## config.mk

```make
export PLATFORM = sky130hd
export DESIGN_NAME = mc_control_flat
export DESIGN_NICKNAME = d
export VERILOG_FILES = /design/src/rtl/mc_pkg.sv /design/src/rtl/mc_if.sv /design/src/rtl/mc_wait_timer.sv /design/src/rtl/mc_control.sv /design/src/flat_wrapper.sv
export SDC_FILE = /design/constraint.sdc
export NUM_CORES = 1
export LEC_CHECK = 0
export ABC_CLOCK_PERIOD_IN_PS = 2900
export CORE_ASPECT_RATIO = 1.75
export CORE_MARGIN = 4
export CORE_UTILIZATION = 50
export CTS_CLUSTER_DIAMETER = 120
export DETAILED_ROUTE_END_ITERATION = 16
export GPL_TIMING_DRIVEN = 0
export PLACE_DENSITY = 0.89
export SETUP_SLACK_MARGIN = 0.1
export SYNTH_ARGS = -nofsm -noshare
export SYNTH_HDL_FRONTEND = slang
export SYNTH_HIERARCHICAL = 1
export SYNTH_SLANG_ARGS = --single-unit
```

## constraint.sdc

```tcl
create_clock -name clk -period 2.9 [get_ports clk]
set_clock_uncertainty 0.1 [all_clocks]
set_input_delay 0.435 -clock clk [delete_from_list [all_inputs] [get_ports clk]]
set_output_delay 0.435 -clock clk [all_outputs]
set_load 0.05 [all_outputs]
```

## src/rtl/mc_pkg.sv

```systemverilog
// rtl/mc_pkg.sv - shared encodings for the multi-cycle control sequencer
package mc_pkg;

    // Controller states; the numeric values are visible on the debug state port.
    typedef enum logic [3:0] {
        S_FETCH  = 4'd0,
        S_DECODE = 4'd1,
        S_MEMADR = 4'd2,
        S_MEMRD  = 4'd3,
        S_MEMWB  = 4'd4,
        S_MEMWR  = 4'd5,
        S_EXEC   = 4'd6,
        S_ALUWB  = 4'd7,
        S_BRANCH = 4'd8,
        S_JUMP   = 4'd9,
        S_ADDIEX = 4'd10,
        S_ADDIWB = 4'd11,
        S_TRAP   = 4'd15
    } state_t;

    // Opcode field values recognised in DECODE.
    localparam logic [5:0] OP_RTYPE = 6'h00;
    localparam logic [5:0] OP_LW    = 6'h23;
    localparam logic [5:0] OP_SW    = 6'h2B;
    localparam logic [5:0] OP_BEQ   = 6'h04;
    localparam logic [5:0] OP_J     = 6'h02;
    localparam logic [5:0] OP_ADDI  = 6'h08;

    // ALU operation select.
    localparam logic [1:0] ALUOP_ADD   = 2'b00;
    localparam logic [1:0] ALUOP_SUB   = 2'b01;
    localparam logic [1:0] ALUOP_FUNCT = 2'b10;

    // ALU B operand select.
    localparam logic [1:0] SRCB_REG    = 2'b00;
    localparam logic [1:0] SRCB_FOUR   = 2'b01;
    localparam logic [1:0] SRCB_IMM    = 2'b10;
    localparam logic [1:0] SRCB_IMM_SL = 2'b11;

    // Next-PC source select.
    localparam logic [1:0] PCSRC_ALU    = 2'b00;
    localparam logic [1:0] PCSRC_ALUOUT = 2'b01;
    localparam logic [1:0] PCSRC_JUMP   = 2'b10;

    // Trap cause codes.
    localparam logic [1:0] CAUSE_NONE    = 2'b00;
    localparam logic [1:0] CAUSE_ILLEGAL = 2'b01;
    localparam logic [1:0] CAUSE_TIMEOUT = 2'b10;

    // Datapath control word produced every cycle.
    typedef struct packed {
        logic       pc_we;
        logic       iord;
        logic       mem_read;
        logic       mem_write;
        logic       ir_write;
        logic       reg_dest;
        logic       mem_to_reg;
        logic       reg_write;
        logic       alu_src_a;
        logic [1:0] alu_src_b;
        logic [1:0] alu_op;
        logic [1:0] pc_source;
    } ctrl_t;

    // States that hold a memory access open and wait on mem_ready.
    function automatic logic is_mem_state(input state_t s);
        return (s == S_FETCH) || (s == S_MEMRD) || (s == S_MEMWR);
    endfunction

endpackage

```

## src/rtl/mc_if.sv

```systemverilog
// rtl/mc_if.sv - control sequencer to datapath signal bundle
interface mc_if #(
    parameter int CNT_W = 32
);
    logic             run;
    logic [5:0]       opcode;
    logic             zero;
    logic             mem_ready;
    logic             pc_we;
    logic             IorD;
    logic             MemRead;
    logic             MemWrite;
    logic             IRWrite;
    logic             RegDest;
    logic             MemtoReg;
    logic             RegWrite;
    logic             ALUSrcA;
    logic [1:0]       ALUSrcB;
    logic [1:0]       ALUOp;
    logic [1:0]       PCSource;
    logic [3:0]       state;
    logic             trap;
    logic [1:0]       trap_cause;
    logic [CNT_W-1:0] instr_count;

    modport master (
        input  run, opcode, zero, mem_ready,
        output pc_we, IorD, MemRead, MemWrite, IRWrite, RegDest, MemtoReg,
               RegWrite, ALUSrcA, ALUSrcB, ALUOp, PCSource, state, trap,
               trap_cause, instr_count
    );

    modport slave (
        output run, opcode, zero, mem_ready,
        input  pc_we, IorD, MemRead, MemWrite, IRWrite, RegDest, MemtoReg,
               RegWrite, ALUSrcA, ALUSrcB, ALUOp, PCSource, state, trap,
               trap_cause, instr_count
    );

endinterface

```

## src/rtl/mc_wait_timer.sv

```systemverilog
// rtl/mc_wait_timer.sv - memory wait-cycle counter with timeout compare
module mc_wait_timer #(
    parameter int TIMEOUT = 15
) (
    input  logic clk,
    input  logic reset,
    input  logic clear,
    input  logic count_en,
    output logic expired
);

    localparam logic [7:0] LIMIT = 8'(TIMEOUT);

    logic [7:0] count;

    // Count unanswered wait cycles; stop at the limit so the counter never wraps.
    always_ff @(posedge clk) begin
        if (!reset || clear) begin
            count <= '0;
        end else if (count_en && (count != LIMIT)) begin
            count <= count + 8'd1;
        end
    end

    assign expired = (count == LIMIT);

endmodule

```

## src/rtl/mc_control.sv

```systemverilog
// rtl/mc_control.sv - multi-cycle MIPS control sequencer
module mc_control
    import mc_pkg::*;
#(
    parameter int TIMEOUT = 15,
    parameter int CNT_W   = 32,
    parameter bit ADDI_EN = 1'b1
) (
    input  logic clk,
    input  logic reset,
    mc_if.master bus
);

    state_t           state_q;
    state_t           state_d;
    logic [1:0]       cause_q;
    logic [1:0]       cause_d;
    logic             trap_q;
    logic [CNT_W-1:0] count_q;
    logic             retire;
    logic             expired;
    logic             wait_en;
    logic             wait_clear;
    ctrl_t            ctrl;

    // A memory state only waits while it is actually issuing a request;
    // an idle FETCH (run low) keeps the counter parked at zero.
    assign wait_en    = is_mem_state(state_q) && !bus.mem_ready &&
                        ((state_q != S_FETCH) || bus.run);
    assign wait_clear = (state_d != state_q) || ((state_q == S_FETCH) && !bus.run);

    mc_wait_timer #(
        .TIMEOUT (TIMEOUT)
    ) u_wait_timer (
        .clk      (clk),
        .reset    (reset),
        .clear    (wait_clear),
        .count_en (wait_en),
        .expired  (expired)
    );

    // Next-state selection, trap cause capture and retire detection.
    always_comb begin
        state_d = state_q;
        cause_d = cause_q;
        retire  = 1'b0;
        case (state_q)
            S_FETCH: begin
                if (bus.run) begin
                    if (bus.mem_ready) begin
                        state_d = S_DECODE;
                    end else if (expired) begin
                        state_d = S_TRAP;
                        cause_d = CAUSE_TIMEOUT;
                    end
                end
            end
            S_DECODE: begin
                case (bus.opcode)
                    OP_RTYPE:    state_d = S_EXEC;
                    OP_LW, OP_SW: state_d = S_MEMADR;
                    OP_BEQ:      state_d = S_BRANCH;
                    OP_J:        state_d = S_JUMP;
                    OP_ADDI: begin
                        if (ADDI_EN) begin
                            state_d = S_ADDIEX;
                        end else begin
                            state_d = S_TRAP;
                            cause_d = CAUSE_ILLEGAL;
                        end
                    end
                    default: begin
                        state_d = S_TRAP;
                        cause_d = CAUSE_ILLEGAL;
                    end
                endcase
            end
            S_MEMADR: state_d = (bus.opcode == OP_SW) ? S_MEMWR : S_MEMRD;
            S_MEMRD: begin
                if (bus.mem_ready) begin
                    state_d = S_MEMWB;
                end else if (expired) begin
                    state_d = S_TRAP;
                    cause_d = CAUSE_TIMEOUT;
                end
            end
            S_MEMWR: begin
                if (bus.mem_ready) begin
                    state_d = S_FETCH;
                    retire  = 1'b1;
                end else if (expired) begin
                    state_d = S_TRAP;
                    cause_d = CAUSE_TIMEOUT;
                end
            end
            S_EXEC:   state_d = S_ALUWB;
            S_ADDIEX: state_d = S_ADDIWB;
            S_MEMWB, S_ALUWB, S_BRANCH, S_JUMP, S_ADDIWB: begin
                state_d = S_FETCH;
                retire  = 1'b1;
            end
            S_TRAP:   state_d = S_TRAP;
            default:  state_d = S_FETCH;
        endcase
    end

    // Sequencer state, sticky trap flag and cause, retired-instruction counter.
    always_ff @(posedge clk) begin
        if (!reset) begin
            state_q <= S_FETCH;
            cause_q <= CAUSE_NONE;
            trap_q  <= 1'b0;
            count_q <= '0;
        end else begin
            state_q <= state_d;
            cause_q <= cause_d;
            if (state_d == S_TRAP) begin
                trap_q <= 1'b1;
            end
            if (retire) begin
                count_q <= count_q + CNT_W'(1);
            end
        end
    end

    // Control word decoded from the registered state; only the FETCH
    // write strobes and the branch PC write look at live inputs.
    always_comb begin
        ctrl = '0;
        case (state_q)
            S_FETCH: begin
                if (bus.run) begin
                    ctrl.mem_read  = 1'b1;
                    ctrl.alu_src_b = SRCB_FOUR;
                    ctrl.alu_op    = ALUOP_ADD;
                    ctrl.pc_source = PCSRC_ALU;
                    ctrl.ir_write  = bus.mem_ready;
                    ctrl.pc_we     = bus.mem_ready;
                end
            end
            S_DECODE: begin
                ctrl.alu_src_b = SRCB_IMM_SL;
                ctrl.alu_op    = ALUOP_ADD;
            end
            S_MEMADR: begin
                ctrl.alu_src_a = 1'b1;
                ctrl.alu_src_b = SRCB_IMM;
            end
            S_MEMRD: begin
                ctrl.mem_read = 1'b1;
                ctrl.iord     = 1'b1;
            end
            S_MEMWB: begin
                ctrl.reg_write  = 1'b1;
                ctrl.mem_to_reg = 1'b1;
            end
            S_MEMWR: begin
                ctrl.mem_write = 1'b1;
                ctrl.iord      = 1'b1;
            end
            S_EXEC: begin
                ctrl.alu_src_a = 1'b1;
                ctrl.alu_src_b = SRCB_REG;
                ctrl.alu_op    = ALUOP_FUNCT;
            end
            S_ALUWB: begin
                ctrl.reg_write = 1'b1;
                ctrl.reg_dest  = 1'b1;
            end
            S_BRANCH: begin
                ctrl.alu_src_a = 1'b1;
                ctrl.alu_op    = ALUOP_SUB;
                ctrl.pc_source = PCSRC_ALUOUT;
                ctrl.pc_we     = bus.zero;
            end
            S_JUMP: begin
                ctrl.pc_we     = 1'b1;
                ctrl.pc_source = PCSRC_JUMP;
            end
            S_ADDIEX: begin
                ctrl.alu_src_a = 1'b1;
                ctrl.alu_src_b = SRCB_IMM;
                ctrl.alu_op    = ALUOP_ADD;
            end
            S_ADDIWB: begin
                ctrl.reg_write = 1'b1;
            end
            default: ctrl = '0;
        endcase
        // Keep the datapath quiet while reset is held.
        if (!reset) begin
            ctrl = '0;
        end
    end

    assign bus.pc_we       = ctrl.pc_we;
    assign bus.IorD        = ctrl.iord;
    assign bus.MemRead     = ctrl.mem_read;
    assign bus.MemWrite    = ctrl.mem_write;
    assign bus.IRWrite     = ctrl.ir_write;
    assign bus.RegDest     = ctrl.reg_dest;
    assign bus.MemtoReg    = ctrl.mem_to_reg;
    assign bus.RegWrite    = ctrl.reg_write;
    assign bus.ALUSrcA     = ctrl.alu_src_a;
    assign bus.ALUSrcB     = ctrl.alu_src_b;
    assign bus.ALUOp       = ctrl.alu_op;
    assign bus.PCSource    = ctrl.pc_source;
    assign bus.state       = state_q;
    assign bus.trap        = trap_q;
    assign bus.trap_cause  = cause_q;
    assign bus.instr_count = count_q;

endmodule

```

## src/flat_wrapper.sv

```systemverilog
// flat-port wrapper written by rule: the top's interface ports become plain ports
module mc_control_flat import mc_pkg::*;
#(
    parameter int TIMEOUT = 15,
    parameter int CNT_W   = 32,
    parameter bit ADDI_EN = 1'b1
)
  (clk, reset, bus_run, bus_opcode, bus_zero, bus_mem_ready, bus_pc_we, bus_IorD, bus_MemRead, bus_MemWrite, bus_IRWrite, bus_RegDest, bus_MemtoReg, bus_RegWrite, bus_ALUSrcA, bus_ALUSrcB, bus_ALUOp, bus_PCSource, bus_state, bus_trap, bus_trap_cause, bus_instr_count);
  mc_if #(.CNT_W(CNT_W)) bus_i ();
  input  logic clk;
  input  logic reset;
  input wire logic [$bits(bus_i.run)-1:0] bus_run;
  input wire logic [$bits(bus_i.opcode)-1:0] bus_opcode;
  input wire logic [$bits(bus_i.zero)-1:0] bus_zero;
  input wire logic [$bits(bus_i.mem_ready)-1:0] bus_mem_ready;
  output wire logic [$bits(bus_i.pc_we)-1:0] bus_pc_we;
  output wire logic [$bits(bus_i.IorD)-1:0] bus_IorD;
  output wire logic [$bits(bus_i.MemRead)-1:0] bus_MemRead;
  output wire logic [$bits(bus_i.MemWrite)-1:0] bus_MemWrite;
  output wire logic [$bits(bus_i.IRWrite)-1:0] bus_IRWrite;
  output wire logic [$bits(bus_i.RegDest)-1:0] bus_RegDest;
  output wire logic [$bits(bus_i.MemtoReg)-1:0] bus_MemtoReg;
  output wire logic [$bits(bus_i.RegWrite)-1:0] bus_RegWrite;
  output wire logic [$bits(bus_i.ALUSrcA)-1:0] bus_ALUSrcA;
  output wire logic [$bits(bus_i.ALUSrcB)-1:0] bus_ALUSrcB;
  output wire logic [$bits(bus_i.ALUOp)-1:0] bus_ALUOp;
  output wire logic [$bits(bus_i.PCSource)-1:0] bus_PCSource;
  output wire logic [$bits(bus_i.state)-1:0] bus_state;
  output wire logic [$bits(bus_i.trap)-1:0] bus_trap;
  output wire logic [$bits(bus_i.trap_cause)-1:0] bus_trap_cause;
  output wire logic [$bits(bus_i.instr_count)-1:0] bus_instr_count;
  assign bus_i.run = bus_run;
  assign bus_i.opcode = bus_opcode;
  assign bus_i.zero = bus_zero;
  assign bus_i.mem_ready = bus_mem_ready;
  assign bus_pc_we = bus_i.pc_we;
  assign bus_IorD = bus_i.IorD;
  assign bus_MemRead = bus_i.MemRead;
  assign bus_MemWrite = bus_i.MemWrite;
  assign bus_IRWrite = bus_i.IRWrite;
  assign bus_RegDest = bus_i.RegDest;
  assign bus_MemtoReg = bus_i.MemtoReg;
  assign bus_RegWrite = bus_i.RegWrite;
  assign bus_ALUSrcA = bus_i.ALUSrcA;
  assign bus_ALUSrcB = bus_i.ALUSrcB;
  assign bus_ALUOp = bus_i.ALUOp;
  assign bus_PCSource = bus_i.PCSource;
  assign bus_state = bus_i.state;
  assign bus_trap = bus_i.trap;
  assign bus_trap_cause = bus_i.trap_cause;
  assign bus_instr_count = bus_i.instr_count;
  mc_control #(.TIMEOUT(TIMEOUT), .CNT_W(CNT_W), .ADDI_EN(ADDI_EN)) u_core (.clk(clk), .reset(reset), .bus(bus_i));
endmodule
```

---- Word-level counts from Yosys, hierarchy flattened ----
Index checks and enable logic that the tools add are counted.
word-level totals
  register bits after elaboration ......... 47
  output and inout port bits .............. 54
  word-level logic and storage cells ...... 85
operators by class
  add/sub/neg operators ................... 2
  equal/unequal tests ..................... 23
  multiplexer cells ....................... 31
  reductions and logical operators ........ 24
operator list
  operator                                              number
  adder 32 x 1 -> 32 bit (second input constant)        1
  case mux 4 bit (8 select lines)                       1
  equality test 4 bit (second input constant)           6
  case mux 2 bit (3 select lines)                       4
  two-way mux 4 bit                                     5
  case mux 4 bit (5 select lines)                       1
  equality test 4 x 3 -> 1 bit (second input constant)  4
  two-way mux 15 bit                                    1
  equality test 6 bit (second input constant)           2
  two-way mux 1 bit                                     10
  adder 8 x 1 -> 8 bit (second input constant)          1
  equality test 4 x 2 -> 1 bit (second input constant)  2
  equality test 8 x 4 -> 1 bit (second input constant)  1
  two-way mux 2 bit                                     4
  != test 8 x 4 -> 1 bit (second input constant)        1
  equality test 6 x 2 -> 1 bit (second input constant)  1
  equality test 6 x 3 -> 1 bit (second input constant)  1
  equality test 6 x 4 -> 1 bit (second input constant)  1
  zero test 6 bit                                       1
  OR reduction 2 bit                                    3
  OR reduction 6 bit                                    1
  logical OR 1 bit                                      5
  two-way mux 5 bit                                     1
  OR reduction 5 bit                                    1
  other kinds (14)                                      21

---- Depth between registers and ports, before layout ----
  depth in word-level cells ............... 8
  gate-level depth with buffers ........... 12
  mapped depth without buffers ............ 12

---- Hierarchy ----
The synthesis kept the hierarchy.
modules (own cells, without submodules)
  module         instances  cells each  area each (um^2)
  mc_control     1          286         2252.2
  mc_wait_timer  1          48          417.9

---- Worst setup path after synthesis ----
No wires, ideal clock.
  kind .................................... register to output
  from .................................... register u_core.state_q[3] (netlist: u_core/bus.state[3])
  to ...................................... output bus_PCSource[0]
  arrival time ............................ 2747 ps
  data required time ...................... 2365 ps
  path slack .............................. -382 ps
  cell stages (with the launch flop) ...... 6
  path buffers ............................ 3
  cells stage by stage .................... dfxtp_1 > buf_6 > clkbuf_1 > nand3_1 > nor3_1 > buf_4
on the way
  longest elaborated chain between the ends .. 3
RTL lines
  what                                                           line                RTL
  from (decl)                                                    mc_control.sv:14    state_t state_q;
  from (signal assigned)                                         mc_control.sv:115   state_q <= state_d;
  equality test 4 bit / zero test 4 bit (equally long branches)  mc_control.sv:130   case (state_q)
  case mux 2 bit (3 select lines) *                              mc_control.sv:130
  two-way mux 15 bit *                                           mc_control.sv:191   if (!reset) begin
  to (decl)                                                      flat_wrapper.sv:27  output wire logic [$bits(bus_i.PCSource)-1:0] bus_PCSource;
Mark *: on every way between the ends. The rest lies on a longest branch, timed or not.

---- Final worst setup path ----
  from .................................... input reset
  to ...................................... output bus_ALUOp[0]
on the way
  longest elaborated chain between the ends .. 1
RTL lines
  what                line                RTL
  from (decl)         flat_wrapper.sv:11  input logic reset;
  two-way mux 15 bit  mc_control.sv:191
  to (decl)           flat_wrapper.sv:26  output wire logic [$bits(bus_i.ALUOp)-1:0] bus_ALUOp;
Every way passes these cells.

==> results.md <==
- NumNets Final: ~420
- Cells after Synth: about 330
- Core box area: between 0.005 and 0.006 mm²
- Crit end category: primary output
- IO buf count: 64
- Gp weighted congestion: 0.972
- # rows: 35
- Layout cells sized above 1: 14.5%
- Clk_lat worst skew: ~300 ps
- Pwr dens: about 710 mW/mm²
- Root Buffer: clkbuf_8
- First-pass DRT Iterations: 4
- Max_cap viols: 0
- Number of synthesized register bits: 47
- Max clock buf depth: 2
- Tot Pwr: between 2 and 2.5 mW
- CP Data Required Time: ~2400 ps
- Clock-pin slew on the worst setup and hold paths: ~80 ps
- CTS tree: built
- Yosys cell types: 55
- Effective utilization at floorplan: around half
- Tcrit/Tclk final: around 96%
- Post-route ant nets: 0
- Worst slew pin tran: roughly 620 ps
- Residual DRC: 0
- Synth warn: 6
- WS Path Type: primary input to primary output
- IO Count: between 60 and 70
- Synth Area per Inst: between 7 and 8 µm²
- Crit-path max FO: 10
- Cell taking the most area after synthesis: dfxtp_1
- Critical path arrival: between 2000 and 2500 ps
- N_diodes: 0
- Hold Vio Cnt, Final: 0
- Fin. max-slew vios: 0
- Slew margin rel.: 58.8%
- RSZ-0062 raised after global routing: true
- CTS buffer count: 5
- Hold-fix buffers, CTS: 0
- # H-tree levels: 2
- Post-DP HPWL: approximately 5.5 mm
- CP max stage cell: clkdlybuf4s50_1
- Die Y: ~100 µm
- Ranking of synthesized cells by area: dfxtp_1 (35%), xor2_1 (9.2%), nor2_1 (6.7%), nand3_1 (4.3%), nand2_1 (3.8%)
- Number of fill cells: approximately 450
- Share of the synthesized area in the top cell type: a little over a third
- CP Launch Type: primary input
- Setup_tns: 0 ps
- Final-report setup violation count: 0
- Fmax: approximately 0.36 GHz
- Largest net degree at the start of global routing: 14
- Netlist Area Pre-Place: around 0.0027 mm²
- WL final: 7.55 mm
- Die Width: around 63 µm
- DR WL/cell: roughly 16 µm
- Clock Sinks: 47
- Via/cell ratio: 5.85
- Die area: ~0.0066 mm²
- Initial antenna violation count: 0
- Period minus WS final: approximately 2800 ps
- First-pass GRT wire length: ~12 mm
- Most common cell in the netlist: nor2_1
- Hold crit path type: flip-flop to flip-flop
- Standby leakage power: 1.35 nW
- CP cell instances: clkdlybuf4s50_1, clkbuf_2, nand3_1, nor3_2, dlygate4sd2_1
- Peak supply drop: between 0.3 and 0.4 mV
- Synth Net Count: 347
- Max incr delay on CP: roughly 600 ps
- Outcome: complete, no violations
- Number of flops mapped to enable cells by yosys: 0
- Initial DRC Count: between 100 and 150
- Vias in the first global route: roughly 2600
- GR Util All Layers: 22.7%
- Synth top cells by count: nor2_1 (48), dfxtp_1 (47), xor2_1 (28)
- Async S/R FF share, synth: 0%
- Ys flop type: dfxtp_1
- Layout area overhead: 32.2%
- Via Count: 2701
- Post-synthesis sequential area ratio: a little over a third
- Congestion Overflow GR: 0
-- layer usage --
metal  up-vias  routed length, µm  global-route usage, %
met2       102               4060                   42.0
met5         -                  0                      0
li1       1311                  -                      -
met4         0                269                   11.0
met1      1264               2830                   23.8
met3        24                395                   4.62
-- worst max-delay path, delay by kind of cell --
family	cells	cell delay [ps]
simple gates	2	360
buf+inv	3	1450
-- cell families after synthesis --
| logic type | Yosys count | share of synthesized area (%) |
|---|---|---|
| AND/OR/NAND/NOR | 173 | 34.0 |
| AO/OA/AOI/OAI | 50 | 12.6 |
| flip-flops | 47 | 35.2 |
| XOR/XNOR | 34 | 11.2 |
| buffers and inverters | 24 | 4.40 |
| multiplexers | 4 | 1.69 |
| adder cells (fa/ha/maj) | 2 | 0.937 |
-- state kept, by name (all words and copies together), names as in the netlist --
| name | count |
|---|---|
| u_core/bus.instr_count | 32 |
| u_core/u_wait_timer/count | 8 |
| u_core/bus.state | 4 |
| u_core/bus.trap_cause | 2 |
| u_core/bus.trap | 1 |
-- layout by cell type (no fill, tap or decap), types with 4 or more instances in the layout --
cell / count
clkdlybuf4s50_1: 48
nor2_1: 47
dfxtp_1: 47
xor2_1: 28
nand2_1: 27
nand3_1: 23
a21oi_1: 17
nand4_1: 13
nor3_1: 10
dlygate4sd2_1: 9
and3_1: 9
and2_1: 9
clkbuf_1: 8
clkbuf_2: 8
o21ai_0: 7
nor3_2: 6
xnor2_1: 6
clkbuf_8: 5
inv_1: 5
buf_4: 5
buf_2: 5
and4_1: 4
-- through the flow --
stage	area (µm²)	instances	utilization, %	hold WS [ps]	setup slack [ps]
detailed placement	3410	453	65.5	381	-361
global route	3530	462	67.7	417	32.7
finish	3530	462	67.7	388	126
global placement	3410	453	65.5	364	-338
CTS	3480	461	66.9	394	84.9
floorplan	2710	334	-	371	75.0
-- final timing paths --
path / from / end / slack (ps) / cells after the start
worst max register to register: u_core/u_wait_timer/count[0] / u_core/u_wait_timer/count[3] / 210 / 10
worst min register to register: u_core/bus.trap / u_core/bus.trap / 390 / 2
worst max-delay path: reset / bus_ALUOp[0] / 130 / 5
worst min-delay path: u_core/bus.trap / u_core/bus.trap / 390 / 2
-- timing repair --
item                       CTS  global route
gates resized for setup     21            26
pin swaps                    0             1
cloned                       0             0
setup buffers                0             1
setup endpoints to repair   15            14
-- power breakdown --
part | switching (mW) | leakage [nW] | internal [mW]
logic | 0.902 | 0.925 | 0.480
registers | 0.0407 | 0.379 | 0.686
clock network | 0.212 | 0.0422 | 0.170
-- final cells by class --
type	count	area (µm²)	area share (%)
Multi-Input combinational cell	263	1700	48.2
Sequential cell	47	941	26.7
Timing Repair Buffer	65	616	17.4
Buffer	19	104	2.94
Clock buffer	7	76.3	2.16
Tap cell	55	68.8	1.95
Inverter	5	18.8	0.532
Clock inverter	1	5.00	0.142
(Power assumes the default switching activity.)
==> patch 1 (same settings) <==
`TIMEOUT` is set to 15 in 3 places; all go to 8.
--- a/src/rtl/mc_wait_timer.sv
+++ b/src/rtl/mc_wait_timer.sv
@@ -1,6 +1,6 @@
 // rtl/mc_wait_timer.sv - memory wait-cycle counter with timeout compare
 module mc_wait_timer #(
-    parameter int TIMEOUT = 15
+    parameter int TIMEOUT = 8
 ) (
     input  logic clk,
     input  logic reset,
--- a/src/rtl/mc_control.sv
+++ b/src/rtl/mc_control.sv
@@ -2,7 +2,7 @@
 module mc_control
     import mc_pkg::*;
 #(
-    parameter int TIMEOUT = 15,
+    parameter int TIMEOUT = 8,
     parameter int CNT_W   = 32,
     parameter bit ADDI_EN = 1'b1
 ) (
--- a/src/flat_wrapper.sv
+++ b/src/flat_wrapper.sv
@@ -1,7 +1,7 @@
 // flat-port wrapper written by rule: the top's interface ports become plain ports
 module mc_control_flat import mc_pkg::*;
 #(
-    parameter int TIMEOUT = 15,
+    parameter int TIMEOUT = 8,
     parameter int CNT_W   = 32,
     parameter bit ADDI_EN = 1'b1
 )
Check against the original RTL: not equivalent (a bounded check fails within 10 cycles, from zero or initial values and one cycle with reset low).
==> patch 1 against the unedited design <==
Wire length decreased by 5.2%; worst setup slack better by 0.035 ns; global-route usage decreased by 0.30 points; final area decreased by 1.1%; area after synthesis is 0.23% lower; power decreased by 2.3%; sequential cell count unchanged; critical endpoint is now bus_IRWrite; non-clock buffer count decreased by 1.
==> patch 1: results (changes against the unedited design) <==
run_status:
  status: "complete, no violations"  # unchanged
critical_path:
  crit_end: "bus_IRWrite"  # was bus_ALUOp[0]
  cpMaxStageDelayCell: "dlygate4sd2_1"  # was clkdlybuf4s50_1
  slowest_delay_ns: 0.53  # was 0.60 ns
  cp_max_fo: 4  # was 10
  crit_arrival_ns: 2.20  # was 2.24 ns
  r2r_setup_slack_ns: 0.27  # was 0.21 ns
cells_and_area:
  register_area_um2: 942  # was 941 um2
  fillCellCount: 439  # was 445
  multi_input_area_mm2: 0.00163  # was 0.00170 mm2
  synthToLayoutAreaGrowth_pct: 31.0  # was 32.2%
  final-nonclk-buf-share_pct: 20.6  # was 20.4%
  final-clk-cell-share_pct: 2.83  # was 2.30%
  num-nonclk-buffers: 83  # was 84
  multi_input_gates: 260  # was 263
  drive_gt1_share_pct: 11.6  # was 14.5%
logic_synthesis:
  ys_seq_area_share_pct: 35.3  # was 35.2%
  muxShareOfSynthArea_pct: 1.69  # about the same
  synth_xor_area_share_pct: 11.8  # was 11.2%
  postSynthCellCount: 334  # unchanged
  postSynthNetCount: 348  # was 347
  synth_compound_area_share_pct: 11.6  # was 12.6%
  synth_common_cells: "nor2_1 (51), dfxtp_1 (47), xor2_1 (30), nand2_1 (29), nand3_1 (20)"  # was nor2_1 (48), dfxtp_1 (47), xor2_1 (28), nand2_1 (27), nand3_1 (23)
  yosysUniqueCellTypes: 53  # was 55
  netlist_top_cells_area: "dfxtp_1 (35%), xor2_1 (9.9%), nor2_1 (7.2%), nand2_1 (4.1%), nand3_1 (3.8%)"  # was dfxtp_1 (35%), xor2_1 (9.2%), nor2_1 (6.7%), nand3_1 (4.3%), nand2_1 (3.8%)
place:
  placed_cells: 452  # was 453
  dp_slack_ns: -0.368  # was -0.361 ns
  dpl-instance-area_mm2: 0.00341  # about the same
  place_congestion: 0.962  # was 0.972
  dp_hpwl_mm: 5.46  # was 5.53 mm
drt:
  vias: 2644  # was 2701
  routed_wl_mm: 7.16  # was 7.55 mm
  wl_met1_mm: 2.70  # was 2.83 mm
  wl_met3_um: 296  # was 395 um
  first_iter_violations: 120  # was 116
global_route:
  grt_usage_pct: 22.4  # was 22.7%
  grt_util_met1_pct: 22.5  # was 23.8%
  use_met3_pct: 3.76  # was 4.62%
  grt_util_met2_pct: 43.3  # was 42.0%
  grt_max_degree: 16  # was 14
  grt_pass1_vias: 2705  # was 2646
timing:
  holdWs_ns: 0.360  # was 0.388 ns
  clock.fmax_mhz: 365  # was 360 MHz
die:
  fp.dieArea_mm2: 0.00661  # was 0.00662 mm2
power:
  clk-power_w: 0.000423  # was 0.000381 W
  max-vdd-ir-drop_mv: 0.373  # was 0.392 mV
  switchingPower_w: 0.00112  # was 0.00116 W
  cellLeakagePower_nw: 1.35  # about the same
  power_frac_seq_pct: 29.7  # was 29.2%
==> patch 1: cell count changes in the layout (fill, tap and decap cells not counted), sizes merged, moves of 2 or more <==
cell / before / now
nor2: 48 / 51
clkbuf: 21 / 17
nor3: 16 / 13
dlygate4sd2: 9 / 12
inv: 5 / 8
xor2: 28 / 30
a21oi: 19 / 17
nand4: 13 / 15
nand3: 24 / 20
==> patch 1: worst reg2reg max path, cell delays in order (launching register included) <==
cell	delay, ns
dfxtp_1	0.41
inv_1	0.06
ha_1	0.18
nor4b_2	0.17
and3_2	0.22
o21ai_0	0.30
o2111a_2	0.29
mux2_4	0.31
o2111ai_1	0.12
nand2b_1	0.29
nor2_1	0.08
==> patch 1: cells by family (layout without fill, tap and decap cells) <==
logic type / count (synthesis) / in the layout
fa+ha+maj: 3 / 3
flops: 47 / 47
xor+xnor: 36 / 36
buf+inv: 27 / 99
mux: 4 / 4
simple gates: 170 / 170
compound gates: 47 / 47
==> patch 2 (same settings) <==
Without the edit above. Make the reset (`reset`) asynchronous in one clocked block.
--- a/src/rtl/mc_control.sv
+++ b/src/rtl/mc_control.sv
@@ -105,7 +105,7 @@
     end
 
     // Sequencer state, sticky trap flag and cause, retired-instruction counter.
-    always_ff @(posedge clk) begin
+    always_ff @(posedge clk or negedge reset) begin
         if (!reset) begin
             state_q <= S_FETCH;
             cause_q <= CAUSE_NONE;
Function: differs if reset is asserted again (counterexample within 4 cycles, from zero or initial values and one cycle with reset low); with reset held inactive, the same outputs for 10 cycles.
==> patch 2 against the unedited design <==
Die area is 1.7% higher; final area grew 0.92%; clock power up 10%; area after synthesis up 1.9%; non-clock buffer count fell by 8; register-to-register slack got worse by 0.05 ns; wire length decreased by 12%; worst setup slack improved by 0.0015 ns; largest power group unchanged; core utilization increased by 0.055 points; maximum frequency is essentially flat; via count decreased by 7.8%; sequential cell count is the same; power grew 12%; sequential share of layout area increased by 5.2 points.
==> patch 2: results (changes against the unedited design) <==
run_status:
  status: "complete, no violations"  # unchanged
global_route:
  grt_max_degree: 40  # was 14
  grt_pass1_wl_mm: 11.2  # was 12.3 mm
  grt_usage_pct: 20.5  # was 22.7%
  grt_util_met1_pct: 22.4  # was 23.8%
  grt_util_met2_pct: 36.6  # was 42.0%
  use_met3_pct: 4.48  # was 4.62%
  grt_pass1_vias: 2498  # was 2646
logic_synthesis:
  netlist_top_cells_area: "dfrtp_1 (36%), xnor2_1 (6.8%), dfxtp_1 (5.9%), xor2_1 (4.8%), nand2_1 (3.9%)"  # was dfxtp_1 (35%), xor2_1 (9.2%), nor2_1 (6.7%), nand3_1 (4.3%), nand2_1 (3.8%)
  postSynthNetCount: 300  # was 347
  yosysUniqueCellTypes: 60  # was 55
  ys_seq_area_share_pct: 41.8  # was 35.2%
  synthArstFlopShare_pct: 83.0  # was 0%
  synth_common_cells: "dfrtp_1 (39), nand2_1 (28), xnor2_1 (21), nand3_1 (18)"  # was nor2_1 (48), dfxtp_1 (47), xor2_1 (28), nand2_1 (27), nand3_1 (23)
drt:
  via_per_inst: 6.00  # was 5.85
  wl_met1_mm: 2.62  # was 2.83 mm
  routed_wl_mm: 6.68  # was 7.55 mm
  drt_pre_antenna_iters: 5  # was 4
  first_iter_violations: 202  # was 116
  wl_met3_um: 381  # was 395 um
  met2_length_mm: 3.43  # was 4.06 mm
min_path:
  hold_class: "input pin to asynchronous set/reset pin"  # was flip-flop to flip-flop
cells_and_area:
  drive_gt1_share_pct: 14.7  # was 14.5%
  final_nets: 372  # was 419
  fillCellCount: 436  # was 445
critical_path:
  cpMaxStageDelayCell: "clkdlybuf4s15_1"  # was clkdlybuf4s50_1
  cp_max_fo: 4  # was 10
  slowest_delay_ns: 0.49  # was 0.60 ns
power:
  switchingPower_w: 0.00133  # was 0.00116 W
  cellLeakagePower_nw: 1.52  # was 1.35 nW
  max-vdd-ir-drop_mv: 0.567  # was 0.392 mV
timing:
  max_slew_margin_pct: 60.5  # was 58.8%
cts:
  post-cts-setup-buffers: 0  # unchanged
  clock_latency_ns: 0.29
place:
  place_congestion: 0.955  # was 0.972
  dp_slack_ns: -0.521  # was -0.361 ns
  dp_hpwl_mm: 4.95  # was 5.53 mm
[patch 2: changes by cell type in the layout (fill, tap and decap cells not counted), moves of 6 or more]
cell | unedited run | this run
dfrtp_1 | 0 | 39
nor2_1 | 47 | 15
xnor2_1 | 6 | 21
clkbuf_1 | 8 | 1
dfxtp_1 | 47 | 8
dlygate4sd2_1 | 9 | 3
xor2_1 | 28 | 15
[patch 2: power by group through the flow]
stage          Combinational [W]  Sequential, W  Clock, W
3_3_place_gp             0.00149       0.000834         0
5_1_grt                  0.00163       0.000842  0.000464
4_1_cts                  0.00152       0.000825  0.000431
6_report                 0.00153       0.000826  0.000421
2_1_floorplan           0.000828        0.00108         0
3_5_place_dp             0.00150       0.000838         0
[patch 2: through the flow]
stage | std cells | util [%] | cell area, um2 | hold WS (ns)
6_report | 415 | 67.8 | 3560 | 0.00947
4_1_cts | 415 | 68.1 | 3580 | 0.00213
3_3_place_gp | 406 | 65.5 | 3440 | 0.339
2_1_floorplan | 287 | - | 2730 | 0.0394
3_5_place_dp | 406 | 65.4 | 3440 | 0.344
5_1_grt | 415 | 67.8 | 3560 | 0.00414
[patch 2: layout make-up]
cell class | count | area share, %
Clock inverter | 2 | 0.457
Sequential cell | 47 | 31.9
Timing Repair Buffer | 65 | 17.8
Tap cell | 55 | 1.93
Inverter | 6 | 0.632
Buffer | 11 | 1.55
Clock buffer | 6 | 2.32
Multi-Input combinational cell | 223 | 43.4
[patch 2: cell families after synthesis]
group,Yosys count,synth area share [%]
and+or+nand+nor,138,30.2
AOI/OAI and AO/OA,43,11.3
muxes,4,1.56
DFF,47,41.8
adders and majority gates,2,0.920
xor gates and xnor gates,36,11.6
buffers and inverters,17,2.67
[patch 2: timing repair]
| item | 4_1_cts | 5_1_grt |
|---|---|---|
| hold endpoints to repair | 39 | 0 |
| setup endpoints to repair | 17 | 20 |
| resized for setup | 41 | 16 |
| hold buffers | 1 | 0 |
[patch 2: path summary, 6_finish.rpt]
| path | start | endpoint | slack (ns) | depth (start not counted) |
|---|---|---|---|---|
| max | bus_run | bus_ALUSrcB[0] | 0.13 | 5 |
| min | reset | u_core/bus.instr_count[25] | 0.009 | 2 |
| max reg2reg | u_core/u_wait_timer/count[0] | u_core/u_wait_timer/count[3] | 0.16 | 11 |
| min reg2reg | u_core/bus.trap | u_core/bus.trap | 0.36 | 1 |
| max in group asynchronous | reset | u_core/bus.instr_count[16] | 2.50 | 2 |
| min in group clk | u_core/bus.trap | u_core/bus.trap | 0.36 | 1 |
[patch 2: worst register-to-register path: stages, from the launching register on]
cell and delay (ns):
dfxtp_1 0.36, ha_1 0.26, and4b_1 0.24, and2_2 0.28, or2_1 0.26, a21oi_1 0.15, a211o_1 0.10, o21ai_0 0.09
a211o_1 0.28, nand2b_2 0.25, nor3_1 0.18, o21bai_1 0.12
